File: config.mk
export PLATFORM = sky130hd
export DESIGN_NAME = version_info_streamer_flat
export DESIGN_NICKNAME = d
export VERILOG_FILES = /design/src/rtl/version_stream_pkg.sv /design/src/rtl/version_info_streamer_if.sv /design/src/rtl/version_info_streamer.sv /design/src/flat_wrapper.sv
export SDC_FILE = /design/constraint.sdc
export NUM_CORES = 1
export LEC_CHECK = 0
export ABC_AREA = 0
export CORE_UTILIZATION = 35
export CTS_CLUSTER_DIAMETER = 200
export DETAILED_ROUTE_END_ITERATION = 16
export SLEW_MARGIN = 20
export SYNTH_ARGS = -nofsm -noshare
export SYNTH_HDL_FRONTEND = slang
export SYNTH_SLANG_ARGS = --single-unit
File: constraint.sdc
create_clock -name clk -period 2.1 [get_ports clk]
set_input_delay 0.21 -clock clk [delete_from_list [all_inputs] [get_ports clk]]
set_output_delay 0.21 -clock clk [all_outputs]
set_load 0.05 [all_outputs]
File: src/rtl/version_stream_pkg.sv
// Shared constants, record layout offsets, FSM states and CRC helper
// for the build-identification record streamer.
package version_stream_pkg;

    localparam int REC_BYTES = 16;
    localparam int REC_BITS  = REC_BYTES * 8;
    localparam logic [7:0] REC_LEN = 8'h10;

    localparam int OFF_MAGIC   = 0;
    localparam int OFF_LEN     = 2;
    localparam int OFF_MAJOR   = 3;
    localparam int OFF_MINOR   = 4;
    localparam int OFF_PATCH   = 5;
    localparam int OFF_BUILD   = 6;
    localparam int OFF_YEAR    = 7;
    localparam int OFF_MONTH   = 9;
    localparam int OFF_DAY     = 10;
    localparam int OFF_HOUR    = 11;
    localparam int OFF_MINUTE  = 12;
    localparam int OFF_SECOND  = 13;
    localparam int OFF_RSVD    = 14;
    localparam int OFF_TRAILER = 15;

    typedef enum logic {IDLE, SEND} state_t;
    typedef logic [REC_BITS-1:0] rec_t;

    // CRC-8, poly 0x07, init 0, no reflection, no xorout.
    // Byte 0 of the record sits in the MSBs; only the first n bytes count.
    function automatic logic [7:0] crc8_07(input rec_t rec, input int n);
        logic [7:0] c;
        c = 8'h00;
        for (int i = 0; i < REC_BYTES; i++) begin
            if (i < n) begin
                c = c ^ rec[REC_BITS-1-8*i -: 8];
                for (int b = 0; b < 8; b++) begin
                    c = c[7] ? ({c[6:0], 1'b0} ^ 8'h07) : {c[6:0], 1'b0};
                end
            end
        end
        return c;
    endfunction

endpackage

File: src/rtl/version_info_streamer_if.sv
// Valid/ready beat stream carrying the version record.
// master: m_valid/m_data/m_last out, m_ready in; slave mirrors it.
interface version_info_streamer_if #(
    parameter int DATA_W = 8
);
    logic              m_valid;
    logic              m_ready;
    logic [DATA_W-1:0] m_data;
    logic              m_last;

    modport master (output m_valid, output m_data, output m_last, input m_ready);
    modport slave  (input m_valid, input m_data, input m_last, output m_ready);
endinterface

File: src/rtl/version_info_streamer.sv
// Snapshots build-version inputs into a 16-byte record and streams it
// big-endian over m (valid/ready, m_last on final beat) on req, a pending
// retrigger or a periodic tick. Ports: clk, rst_n (async low), ver_*,
// req, busy, m (master stream). Optional VERSION_STREAM_CRC_EN puts a
// CRC-8 of bytes 0..14 in byte 15; otherwise byte 15 is 8'h00.
module version_info_streamer
    import version_stream_pkg::*;
#(
    parameter int          DATA_W        = 8,
    parameter int          PERIOD_CYCLES = 0,
    parameter logic [15:0] MAGIC         = 16'h5649
) (
    input  logic        clk,
    input  logic        rst_n,
    input  logic [7:0]  ver_major,
    input  logic [7:0]  ver_minor,
    input  logic [7:0]  ver_patch,
    input  logic [7:0]  ver_build,
    input  logic [15:0] ver_year,
    input  logic [7:0]  ver_month,
    input  logic [7:0]  ver_day,
    input  logic [7:0]  ver_hour,
    input  logic [7:0]  ver_minute,
    input  logic [7:0]  ver_second,
    input  logic        req,
    output logic        busy,
    version_info_streamer_if.master m
);

    localparam int BEATS  = REC_BITS / DATA_W;
    localparam int BIDX_W = (BEATS > 1) ? $clog2(BEATS) : 1;
    localparam logic [BIDX_W-1:0] LAST_IDX = BIDX_W'(BEATS - 1);

    generate
        if (!(DATA_W == 8 || DATA_W == 16 || DATA_W == 32 ||
              DATA_W == 64 || DATA_W == 128)) begin : g_bad_width
            $fatal(1, "version_info_streamer: illegal DATA_W");
        end
    endgenerate

    logic [7:0] w_bytes [REC_BYTES];
    rec_t       w_rec;
    logic       w_tick;
    logic       w_trig;
    logic       w_hs;

    always_comb begin
        w_bytes[OFF_MAGIC]     = MAGIC[15:8];
        w_bytes[OFF_MAGIC+1]   = MAGIC[7:0];
        w_bytes[OFF_LEN]       = REC_LEN;
        w_bytes[OFF_MAJOR]     = ver_major;
        w_bytes[OFF_MINOR]     = ver_minor;
        w_bytes[OFF_PATCH]     = ver_patch;
        w_bytes[OFF_BUILD]     = ver_build;
        w_bytes[OFF_YEAR]      = ver_year[15:8];
        w_bytes[OFF_YEAR+1]    = ver_year[7:0];
        w_bytes[OFF_MONTH]     = ver_month;
        w_bytes[OFF_DAY]       = ver_day;
        w_bytes[OFF_HOUR]      = ver_hour;
        w_bytes[OFF_MINUTE]    = ver_minute;
        w_bytes[OFF_SECOND]    = ver_second;
        w_bytes[OFF_RSVD]      = 8'h00;
        w_bytes[OFF_TRAILER]   = 8'h00;
        w_rec = '0;
        for (int i = 0; i < REC_BYTES; i++) begin
            w_rec[REC_BITS-1-8*i -: 8] = w_bytes[i];
        end
`ifdef VERSION_STREAM_CRC_EN
        w_rec[7:0] = crc8_07(w_rec, OFF_TRAILER);
`endif
    end

    generate
        if (PERIOD_CYCLES > 0) begin : g_period
            localparam int CW = $clog2(PERIOD_CYCLES + 1);
            localparam logic [CW-1:0] CMAX = CW'(PERIOD_CYCLES - 1);
            logic [CW-1:0] r_cnt;
            always_ff @(posedge clk or negedge rst_n) begin
                if (!rst_n) begin
                    r_cnt <= '0;
                end else if (r_cnt == CMAX) begin
                    r_cnt <= '0;
                end else begin
                    r_cnt <= r_cnt + CW'(1);
                end
            end
            assign w_tick = (r_cnt == CMAX);
        end else begin : g_no_period
            assign w_tick = 1'b0;
        end
    endgenerate

    state_t            r_state;
    rec_t              r_rec;
    logic [BIDX_W-1:0] r_beat;
    logic              r_pend;
    logic              r_valid;
    logic              r_last;
    logic              r_busy;

    assign w_trig = req | r_pend | w_tick;
    assign w_hs   = r_valid & m.m_ready;

    // r_rec shifts left one beat per handshake, so the current beat
    // is always the top DATA_W bits and stays put while stalled.
    always_ff @(posedge clk or negedge rst_n) begin
        if (!rst_n) begin
            r_state <= IDLE;
            r_rec   <= '0;
            r_beat  <= '0;
            r_pend  <= 1'b0;
            r_valid <= 1'b0;
            r_last  <= 1'b0;
            r_busy  <= 1'b0;
        end else begin
            unique case (r_state)
                IDLE: begin
                    if (w_trig) begin
                        r_rec   <= w_rec;
                        r_pend  <= 1'b0;
                        r_beat  <= '0;
                        r_valid <= 1'b1;
                        r_busy  <= 1'b1;
                        r_last  <= (BEATS == 1);
                        r_state <= SEND;
                    end
                end
                SEND: begin
                    if (req | w_tick) begin
                        r_pend <= 1'b1;
                    end
                    if (w_hs) begin
                        if (r_last) begin
                            r_valid <= 1'b0;
                            r_busy  <= 1'b0;
                            r_last  <= 1'b0;
                            r_state <= IDLE;
                        end else begin
                            r_beat <= r_beat + 1'b1;
                            r_rec  <= r_rec << DATA_W;
                            r_last <= ((r_beat + 1'b1) == LAST_IDX);
                        end
                    end
                end
                default: r_state <= IDLE;
            endcase
        end
    end

    assign busy      = r_busy;
    assign m.m_valid = r_valid;
    assign m.m_last  = r_last;
    assign m.m_data  = r_rec[REC_BITS-1 -: DATA_W];

endmodule

File: src/flat_wrapper.sv
// flat-port wrapper written by rule: the top's interface ports become plain ports
module version_info_streamer_flat import version_stream_pkg::*;
#(
    parameter int          DATA_W        = 8,
    parameter int          PERIOD_CYCLES = 0,
    parameter logic [15:0] MAGIC         = 16'h5649
)
  (clk, rst_n, ver_major, ver_minor, ver_patch, ver_build, ver_year, ver_month, ver_day, ver_hour, ver_minute, ver_second, req, busy, m_m_valid, m_m_data, m_m_last, m_m_ready);
  version_info_streamer_if #(.DATA_W(DATA_W)) m_i ();
  input  logic clk;
  input  logic rst_n;
  input  logic [7:0] ver_major;
  input  logic [7:0] ver_minor;
  input  logic [7:0] ver_patch;
  input  logic [7:0] ver_build;
  input  logic [15:0] ver_year;
  input  logic [7:0] ver_month;
  input  logic [7:0] ver_day;
  input  logic [7:0] ver_hour;
  input  logic [7:0] ver_minute;
  input  logic [7:0] ver_second;
  input  logic req;
  output logic busy;
  output wire logic [$bits(m_i.m_valid)-1:0] m_m_valid;
  output wire logic [$bits(m_i.m_data)-1:0] m_m_data;
  output wire logic [$bits(m_i.m_last)-1:0] m_m_last;
  input wire logic [$bits(m_i.m_ready)-1:0] m_m_ready;
  assign m_m_valid = m_i.m_valid;
  assign m_m_data = m_i.m_data;
  assign m_m_last = m_i.m_last;
  assign m_i.m_ready = m_m_ready;
  version_info_streamer #(.DATA_W(DATA_W), .PERIOD_CYCLES(PERIOD_CYCLES), .MAGIC(MAGIC)) u_core (.clk(clk), .rst_n(rst_n), .ver_major(ver_major), .ver_minor(ver_minor), .ver_patch(ver_patch), .ver_build(ver_build), .ver_year(ver_year), .ver_month(ver_month), .ver_day(ver_day), .ver_hour(ver_hour), .ver_minute(ver_minute), .ver_second(ver_second), .req(req), .busy(busy), .m(m_i));
endmodule
==> Yosys cells after proc, flatten, opt, wreduce, memory -nomap -nowiden <==
Index checks and enable logic that the tools add are counted.
{ "totals": {"ff_bits": 136} }
{ "op_classes": {"eq_ne": 6, "bitwise_logic": 3, "n_addsub": 1, "mux": 22, "n_reduce_logical": 4} }
{ "op_table": {"columns": ["cell", "n"], "rows": [
  ["$mux W128", 3],
  ["$pmux W128 S2", 1],
  ["$mux W4", 3],
  ["$mux W1", 10],
  ["$pmux W1 S2", 4],
  ["$pmux W4 S2", 1],
  ["$ne A2 B2 Y1 const B", 3],
  ["$reduce_and A3 Y1", 2],
  ["$add A4 B1 Y4 const B", 1],
  ["$eq A4 B4 Y1 const B", 1],
  ["$ne A2 B1 Y1 const B", 2],
  ["$reduce_and A2 Y1", 2],
  ["$and A1 B1 Y1", 1],
  ["$not A1 Y1", 1],
  ["$or A1 B1 Y1", 1]
]} }

==> Depth between registers and ports, before layout <==
Gate-level depths: netlist of the first run.
{ "depth": {"word_depth": 5, "ltp_mapped": 7} }

==> Worst setup path before layout of the first run <==
Ideal clock, no wire load.
{ "synth_path": {"kind": "register to register", "from": "register u_core.r_valid, in the netlist u_core.m.m_valid", "to": "register u_core.r_rec[103]", "setup_ns": 0.125, "stages_incl_launch_ff": 6, "required_ns": 1.975, "setup_slack_ns": 0.281, "synth_period_minus_slack_ns": 1.819, "arrival_ns": 1.694, "cell_sequence": "dfrtp_1 -> nand4b_4 -> o21ai_4 -> buf_6 -> buf_12 -> mux2_4"} }
{ "synth_via": {"elab_chain_len": 3} }
{ "synth_rtl": {"columns": ["element", "line_no", "text"], "rows": [
  ["start, declared", "version_info_streamer.sv:97", "logic r_valid;"],
  ["start signal, assigned", "version_info_streamer.sv:112", "r_valid <= 1'b0;"],
  ["start signal, assigned", "version_info_streamer.sv:122", "r_valid <= 1'b1;"],
  ["start signal, assigned", "version_info_streamer.sv:134", "r_valid <= 1'b0;"],
  ["$and A1 B1 Y1", "version_info_streamer.sv:102", "assign w_hs = r_valid & m.m_ready;"],
  ["$ne A2 B1 Y1 (no line)", null, null],
  ["$reduce_and A3 Y1 (no line)", null, null],
  ["end signal, assigned", "version_info_streamer.sv:119", "r_rec <= w_rec;"],
  ["end signal, assigned", "version_info_streamer.sv:140", "r_rec <= r_rec << DATA_W;"],
  ["end, declared", "version_info_streamer.sv:94", "rec_t r_rec;"]
]} }
No other way between the ends.
A chain may end at the register's enable or synchronous reset.

==> qor.yml, run 1 <==
post_cts_resized: 0
yosys_register_bits: 120
outcome: "completed"
tightestPinTransition_ns: 0.572
synth_edf_count: 0
cpLargestDelayFamily: "buffers and inverters"
final.setup.tns_ns: 0
dieWidth_um: 129
async_flop_share: 1.00
fin_crit_sh: 0.934
cts_sinks: 120
setup_viol: 0
grt_pass1_wl_um: 19400
post_cts_buffers: 0
wl_per_cell_um: 16.3
synth_xor_area_frac: 0.00310
die_area_um2: 16700
synthAdderAreaFrac: 0.00442
fin_crit_ns: 1.96
dr.pass1.iters: 10
rows: 46
worstSkewPairLatency_ns: 0.41
max-slew-margin-rel: 0.619
leakage_nw: 3.58
rsz0062_at_grt: "false"
final_common_cell: "mux2_2"
drt-initial-drc-count: 197
path_cells: "clkdlybuf4s50_1"
final_cell_area_um2: 7460
synth_area_um2: 5660
synthesis.nets: 476
drive_gt1_frac: 0.418
syn_inst: 382
via_count: 3365
worstPathArrival_ns: 1.75
finalPower_mw: 8.33
avgViaCountPerCell: 4.73
drc: 0
final_nets: 576
die_h_um: 129
regToRegSetupSlack_ns: 0.31
gp_congestion: 0.740
power_density_nw_per_um2: 1120
seq_area_frac_synth: 0.531
antenna_found_initial: 0
synth-compound-area-share: 0.0613
critPathMaxFanout: 8
clk_pin_slew_ns: 0.05
synth_top_family_by_area: "multiplexers"
cts-htree-levels: 4
synth_cell_type_count: 30
hold_class: "in2async"
core_um2: 15800
fin_skew_ns: 0.00763
slowest_stage: "clkdlybuf4s50_1"
layout_common_cells: "mux2_2, dfrtp_1, clkdlybuf4s50_1"
clock_path_buffers: 2
drv_cap: 0
synth_ff_type: "dfrtp_1"
dp_hpwl_um: 7900
grt_pass1_vias: 3702
synth_mux_area_frac: 0.322
setup_ws_ns: 0.138
critPathLaunchType: "register"
postPlaceCellArea_um2: 6830
yosys_warnings: 0
place_ws_ns: 0.0445
grt_usage: 0.153
io_pins: 103
io_buffers: 102
fmax_mhz: 510
overflow: 0
numCtsBuffers: 17
cts_tree: "built"
grt_max_degree: 96
wirelength_um: 11600
clockRootBuffer: "clkbuf_16"
n_antenna_cell: 0
critPathBufInv: 1
ant_nets: 0
synth_simple_gate_area_frac: 0.0246
slew_violations: 0
critPathKind: "reg2out"
worst_path_largest_cell_delay_ns: 0.86
worstSetupEndpointType: "primary output"
syn_area_per_cell_um2: 14.8
worstPathRequired_ns: 1.89
hold_viol: 0
syn_to_final_growth_pct: 31.9
ir_drop_mv: 0.585
fin_util: 0.471
start_util: 0.357
## registers in the layout, indices dropped and copies added, names as in the netlist
register / count
u_core.r_rec: 112
u_core.m.m_last: 1
u_core.r_state: 1
u_core.r_beat: 4
u_core.m.m_valid: 1
u_core.r_pend: 1
## final cells by class
| type | instances | area (um^2) |
|---|---|---|
| multi-input cells | 225 | 2350 |
| well taps | 216 | 270 |
| fillers | 1407 | 8370 |
| clock buffers | 24 | 482 |
| inverters | 1 | 3.75 |
| repair buffers | 117 | 1210 |
| clock inverters | 8 | 143 |
| flip-flops and latches | 120 | 3010 |
## stage by stage
stage          std cells  hold WS (ns)
3_5_place_dp         678         0.254
3_3_place_gp         678         0.246
6_report             711         0.340
4_1_cts              711         0.357
5_1_grt              711         0.390
2_1_floorplan        382       -0.0856
## power by group
| part | internal [mW] | switching, mW | total [mW] |
|---|---|---|---|
| logic | 1.12 | 0.829 | 1.94 |
| registers | 2.94 | 0.374 | 3.31 |
| clock network | 2.07 | 1.01 | 3.08 |
## worst paths after layout
kind | endpoint | cells after the start | from
setup / recovery | busy | 1 | u_core.m.m_valid
hold / removal | u_core.r_rec[117] | 2 | rst_n
setup reg to reg | u_core.r_rec[39] | 3 | u_core.r_state
hold reg to reg | u_core.r_rec[17] | 1 | u_core.r_rec[17]
max in group asynchronous | u_core.r_state | 3 | rst_n
min in group clk | u_core.r_rec[17] | 1 | u_core.r_rec[17]
## Yosys cell counts, types with 3 or more instances
cell type | n | area, um^2
a21o_1 | 8 | 60.1
a22o_1 | 17 | 149
buf_2 | 10 | 50.1
buf_4 | 9 | 67.6
buf_6 | 14 | 158
dfrtp_1 | 120 | 3000
mux2_2 | 158 | 1780
nand3_1 | 3 | 15.0
nor3b_1 | 8 | 60.1
o22a_1 | 8 | 70.1
## routing by layer
metal,wire (um),global-route usage
met3,357,0.0392
met2,5370,0.234
met4,183,0.0651
met5,0,0
met1,5650,0.206
## repair_timing
action                                  in CTS  in global routing
endpoints found under the setup margin       0                  0
hold buffers                                 1                  0
hold endpoints to repair                    40                  0
## logic make-up (layout without fill, tap and decap cells)
kind of cell               count (synthesis)  in the layout
buffers and inverters                     37            150
adders and majority gates                  2              2
xor gates and xnor gates                   2              2
muxes                                    161            161
AOI/OAI and AO/OA                         41             41
and+or+nand+nor                           19             19
DFF                                      120            120
(Power assumes the default switching activity.)
==> run 2, diff against run 1 <==
--- a/config.mk
+++ b/config.mk
@@ -9,7 +9,8 @@
 export CORE_UTILIZATION = 35
 export CTS_CLUSTER_DIAMETER = 200
 export DETAILED_ROUTE_END_ITERATION = 16
-export SLEW_MARGIN = 20
+export DONT_BUFFER_PORTS = 1
+export SLEW_MARGIN = 40
 export SYNTH_ARGS = -nofsm -noshare
 export SYNTH_HDL_FRONTEND = slang
 export SYNTH_SLANG_ARGS = --single-unit
==> qor.yml, run 2 (same netlist as run 1, synthesis figures left out) <==
outcome: "finished with violations"
violations: "hold timing"
core_um2: 15800  # unchanged
fin_skew_ns: 0.00774  # +0.000111 ns
wl_per_cell_um: 18.1  # +11%
fin_crit_ns: 1.74  # -0.220 ns
syn_to_final_growth_pct: 13.3
setup_viol: 0  # unchanged
n_antenna_cell: 0  # unchanged
final_nets: 474  # -18%
switching_power_mw: 2.21  # +0.18%
gp_congestion: 0.701  # -5.4%
wirelength_um: 11000  # -4.9%
power_frac_comb: 0.165  # -0.068
drive_gt1_frac: 0.532  # +0.114
place_ws_ns: 0.352  # +0.308 ns
dr.pass1.iters: 6  # -4
avgViaCountPerCell: 4.90  # +3.5%
top_regs: "u_core.r_rec: 112 flops, u_core.r_beat: 4 flops"
critPathBufInv: 1  # unchanged
grt_pass1_wl_um: 17700  # -8.6%
post_cts_buffers: 0  # unchanged
ant_nets: 0  # unchanged
rows: 46  # unchanged
cpLargestDelayFamily: "flip-flops"
io_buffers: 0  # -100%
leakage_nw: 3.15  # -12%
setup_ws_ns: 0.359  # +0.220 ns
die_area_um2: 16700  # unchanged
final.setup.tns_ns: 0  # unchanged
intPower_mw: 5.66  # -7.7%
power_density_nw_per_um2: 1230  # +9.9%
dieWidth_um: 129  # unchanged
ir_drop_mv: 0.499  # -15%
critPathLaunchType: "register"
tightestPinTransition_ns: 0.513  # -0.0594 ns
largest_register_ffs: 112  # unchanged
fillers: 1489  # +5.8%
critPathKind: "reg2reg"
final_common_cell: "mux2_2"
hold_viol: 120  # +120
stdcell_count: 609  # -14%
hold_class: "in2async"
clk_pin_slew_ns: 0.06  # about the same
slew_violations: 0  # unchanged
clock_path_buffers: 2  # unchanged
dp_hpwl_um: 7410  # -6.1%
switching_share: 0.281  # +0.0162
grt_usage: 0.143  # -0.00965
start_util: 0.357  # unchanged
overflow: 0  # unchanged
drv_cap: 0  # unchanged
worstSkewPairLatency_ns: 0.42  # about the same
seqPwrFrac: 0.456  # +0.059
critPathMaxFanout: 14  # +6
cts_tree: "built"
numCtsBuffers: 17  # unchanged
fin_util: 0.405  # -0.0664
fmax_mhz: 574  # +13%
grt_pass1_vias: 3173  # -14%
io_pins: 103  # unchanged
cts_sinks: 120  # unchanged
rsz0062_at_grt: "false"
regMostFlops: "u_core.r_rec"
whs_ns: -0.517  # -0.857 ns
fin_crit_sh: 0.829  # -0.105
grt_max_degree: 121  # +26%
slowest_stage: "dfrtp_4"
antenna_found_initial: 1  # +1
cts-htree-levels: 4  # unchanged
worst_path_largest_cell_delay_ns: 0.51  # -0.35 ns
ctsHoldBuffers: 2  # +1
post_cts_resized: 0  # unchanged
max-slew-margin-rel: 0.658  # +0.0396
drc: 0  # unchanged
path_cells: "nand4b_4, o21ai_4, buf_4, mux2_2"
die_h_um: 129  # unchanged
dp_cells: 575  # -15%
worstPathArrival_ns: 2.04  # +0.29 ns
via_count: 2984  # -11%
layout_common_cells: "mux2_2, dfrtp_1, a22o_1, clkbuf_16, buf_4"
p_clk_frac: 0.378  # +0.008
worstPathRequired_ns: 2.40  # +0.51 ns
clockRootBuffer: "clkbuf_16"
worstSetupEndpointType: "register"
drt-initial-drc-count: 181  # -8.1%
[run 2: per-stage QoR]
step	power (mW)	instance area, um^2
2_1_floorplan	4.74	5660
3_3_place_gp	4.88	5780
3_5_place_dp	4.94	5780
4_1_cts	7.99	6410
5_1_grt	8.27	6410
6_report	7.87	6410
[run 2: worst paths after layout]
check | start | slack [ns] | depth (start not counted) | endpoint
max in group asynchronous | rst_n | 2.36 | 0 | u_core.r_state
max reg2reg | u_core.r_state | 0.36 | 4 | u_core.r_rec[102]
min in group clk | req | 0.04 | 2 | u_core.r_state
max | u_core.r_state | 0.36 | 4 | u_core.r_rec[102]
min | rst_n | -0.52 | 0 | u_core.r_rec[127]
min reg2reg | u_core.r_rec[16] | 0.48 | 1 | u_core.r_rec[16]
[run 2: power by group through the flow]
stage | Sequential (mW) | Combinational (mW) | Clock, mW
2_1_floorplan | 3.22 | 1.52 | 0
3_3_place_gp | 3.61 | 1.27 | 0
3_5_place_dp | 3.63 | 1.31 | 0
4_1_cts | 3.60 | 1.33 | 3.06
5_1_grt | 3.67 | 1.43 | 3.17
6_report | 3.59 | 1.30 | 2.98
[run 2: final cells by class]
class / instances / area, um^2 / area share
Clock buffer: 18 / 439 / 0.0685
Clock inverter: 14 / 175 / 0.0273
Inverter: 1 / 3.75 / 0.000586
Multi-Input combinational cell: 225 / 2350 / 0.366
Sequential cell: 120 / 3010 / 0.469
Tap cell: 216 / 270 / 0.0422
Timing Repair Buffer: 15 / 168 / 0.0262
[run 2: routing by layer]
layer / GRT usage / up-vias / part of all wire
met5: 0 / - / 0
met4: 0.0623 / 0 / 0.016
met3: 0.0570 / 15 / 0.058
met2: 0.212 / 68 / 0.46
met1: 0.186 / 1507 / 0.47
li1: - / 1394 / -
==> run 3, diff against run 2 <==
==> constraint.sdc (replaced) <==
create_clock -name clk -period 1.63 [get_ports clk]
set_input_delay 0.163 -clock clk [delete_from_list [all_inputs] [get_ports clk]]
set_output_delay 0.163 -clock clk [all_outputs]
set_load 0.05 [all_outputs]
==> qor.yml, run 3 (same netlist as run 1, synthesis figures left out) <==
outcome: "finished with violations"
violations: "hold timing"
wl_met2_um: 5440  # +7.9%
met3WireLength_um: 509  # -20%
avgViaCountPerCell: 4.89  # -0.25%
dieWidth_um: 129  # unchanged
worstSetupEndpointType: "register"
tightestPinTransition_ns: 0.500  # -0.0126 ns
fin_crit_ns: 1.59  # -0.156 ns
io_buffers: 0  # unchanged
final_cell_area_um2: 6440  # +0.55%
cts_tree: "built"
clk_pin_slew_ns: 0.06  # about the same
critPathMaxFanout: 49  # +35
antenna_found_initial: 2  # +1
setup_ws_ns: 0.0441  # -0.314 ns
rsz0062_at_grt: "true"
slew_violations: 0  # unchanged
dp_hpwl_um: 7250  # -2.2%
io_pins: 103  # unchanged
max-slew-margin-rel: 0.667  # +0.00839
largest_register_ffs: 112  # unchanged
final.setup.tns_ns: 0  # unchanged
layout_common_cells: "mux2_2, dfrtp_1, clkbuf_16"
cts_sinks: 120  # unchanged
place_ws_ns: 0.0467  # -0.305 ns
wirelength_um: 11200  # +1.7%
critPathKind: "reg2reg"
ir_drop_mv: 0.692  # +38%
power_density_nw_per_um2: 1560  # +27%
worstPathRequired_ns: 1.92  # -0.48 ns
grt_max_degree: 121  # unchanged
drc: 0  # unchanged
setup_viol: 0  # unchanged
clock_path_buffers: 2  # unchanged
fillers: 1458  # -2.1%
regMostFlops: "u_core.r_rec"
leakage_nw: 3.18  # +0.97%
worstRegToRegCells: 3  # -1
wl_met1_um: 5070  # -1.5%
drive_gt1_frac: 0.543  # +0.0111
drv_cap: 0  # unchanged
die_h_um: 129  # unchanged
start_util: 0.357  # unchanged
dr.pass1.iters: 4  # -2
worstSkewPairLatency_ns: 0.41  # about the same
fmax_mhz: 631  # +9.8%
rr_startpoint: "u_core.r_state"
core_um2: 15800  # unchanged
ctsHoldBuffers: 2  # unchanged
whs_ns: -0.552  # -0.0350 ns
critPathLaunchType: "register"
stdcell_count: 613  # +0.66%
worstPathArrival_ns: 1.87  # -0.17 ns
clockRootBuffer: "clkbuf_16"
die_area_um2: 16700  # unchanged
rr_endpoint: "u_core.r_rec[69]"
dp_cells: 574  # -0.17%
syn_to_final_growth_pct: 13.9
fin_crit_sh: 0.973  # +0.144
final_common_cell: "mux2_2"
grt_pass1_wl_um: 17600  # -0.70%
hold_class: "in2async"
rows: 46  # unchanged
fin_skew_ns: 0.00426  # -0.00348 ns
numCtsBuffers: 17  # unchanged
finalPower_mw: 10.1  # +28%
via_count: 2996  # +0.40%
cts-htree-levels: 4  # unchanged
overflow: 0  # unchanged
top_layer_used: "met5"
regToRegSetupSlack_ns: 0.04  # -0.31 ns
grt_usage: 0.142  # -0.00178
hold_viol: 120  # unchanged
postPlaceCellArea_um2: 5760  # -0.30%
drt-initial-drc-count: 157  # -13%
final_nets: 477  # +0.63%
grt_pass1_vias: 3099  # -2.3%
wl_per_cell_um: 18.3  # +1.1%
top_regs: "u_core.r_rec: 112 flops, u_core.r_beat: 4 flops"
ant_nets: 0  # unchanged
gp_congestion: 0.725  # +3.5%
## run 3: changes by cell type in the layout (fill, tap and decap cells not counted)
cell        change
and4b_1         -1
dfrtp_2         +2
clkinvlp_4      -5
diode_2         +1
clkbuf_8        -1
buf_8           +1
dfrtp_1         -2
buf_6           +1
and4b_2         +1
buf_12          -1
clkinv_4        +3
clkinv_2        +3
clkbuf_16       +1
buf_4           +1
## run 3: cell type report
| type | count | area, um^2 | area share |
|---|---|---|---|
| diodes | 1 | 2.50 | 0.000388 |
| clock inverters | 15 | 179 | 0.0278 |
| multi-input cells | 225 | 2350 | 0.364 |
| flip-flops and latches | 120 | 3010 | 0.467 |
| repair buffers | 18 | 206 | 0.0320 |
| well taps | 216 | 270 | 0.0419 |
| inverters | 1 | 3.75 | 0.000582 |
| clock buffers | 17 | 425 | 0.0660 |
## run 3: routing by layer
layer	vias to the layer above	track usage
li1	1405	-
met1	1504	0.180
met2	72	0.217
met3	13	0.0512
met4	2	0.0602
met5	-	0
## run 3: report_power, final
group          total, mW  switching [mW]  internal, mW
clock network       3.78            1.38          2.41
logic               1.67           0.586          1.08
registers           4.63           0.856          3.77
## run 3: what timing repair did
item,in CTS,in global routing
endpoints found under the hold margin,122,120
resized for setup,0,3
endpoints found under the setup margin,0,67
setup buffers,0,2
## run 3: per-stage QoR
step,utilization,hold WS (ns)
after global routing,0.407,-0.581
after detailed placement,0.364,-0.131
after floorplan,-,-0.133
after CTS,0.403,-0.576
final,0.407,-0.552
after global placement,0.364,-0.129
## run 3: how the worst max path moves through the flow
stage / start / slack [ns] / endpoint
4_1_cts: u_core.r_state / 0.03 / u_core.r_rec[74]
3_5_place_dp: u_core.r_state / 0.05 / u_core.r_rec[74]
2_1_floorplan: u_core.m.m_last / -0.003 / u_core.r_rec[103]
6_report: u_core.r_state / 0.04 / u_core.r_rec[69]
5_1_grt: u_core.r_state / -0.02 / u_core.r_rec[74]
3_3_place_gp: u_core.r_state / 0.06 / u_core.r_rec[48]
## run 3: critical path, cell delays in order, from the launching register on
cell and delay, ns:
dfrtp_4 0.51, buf_12 0.28, mux2_2 0.38, mux2_2 0.27
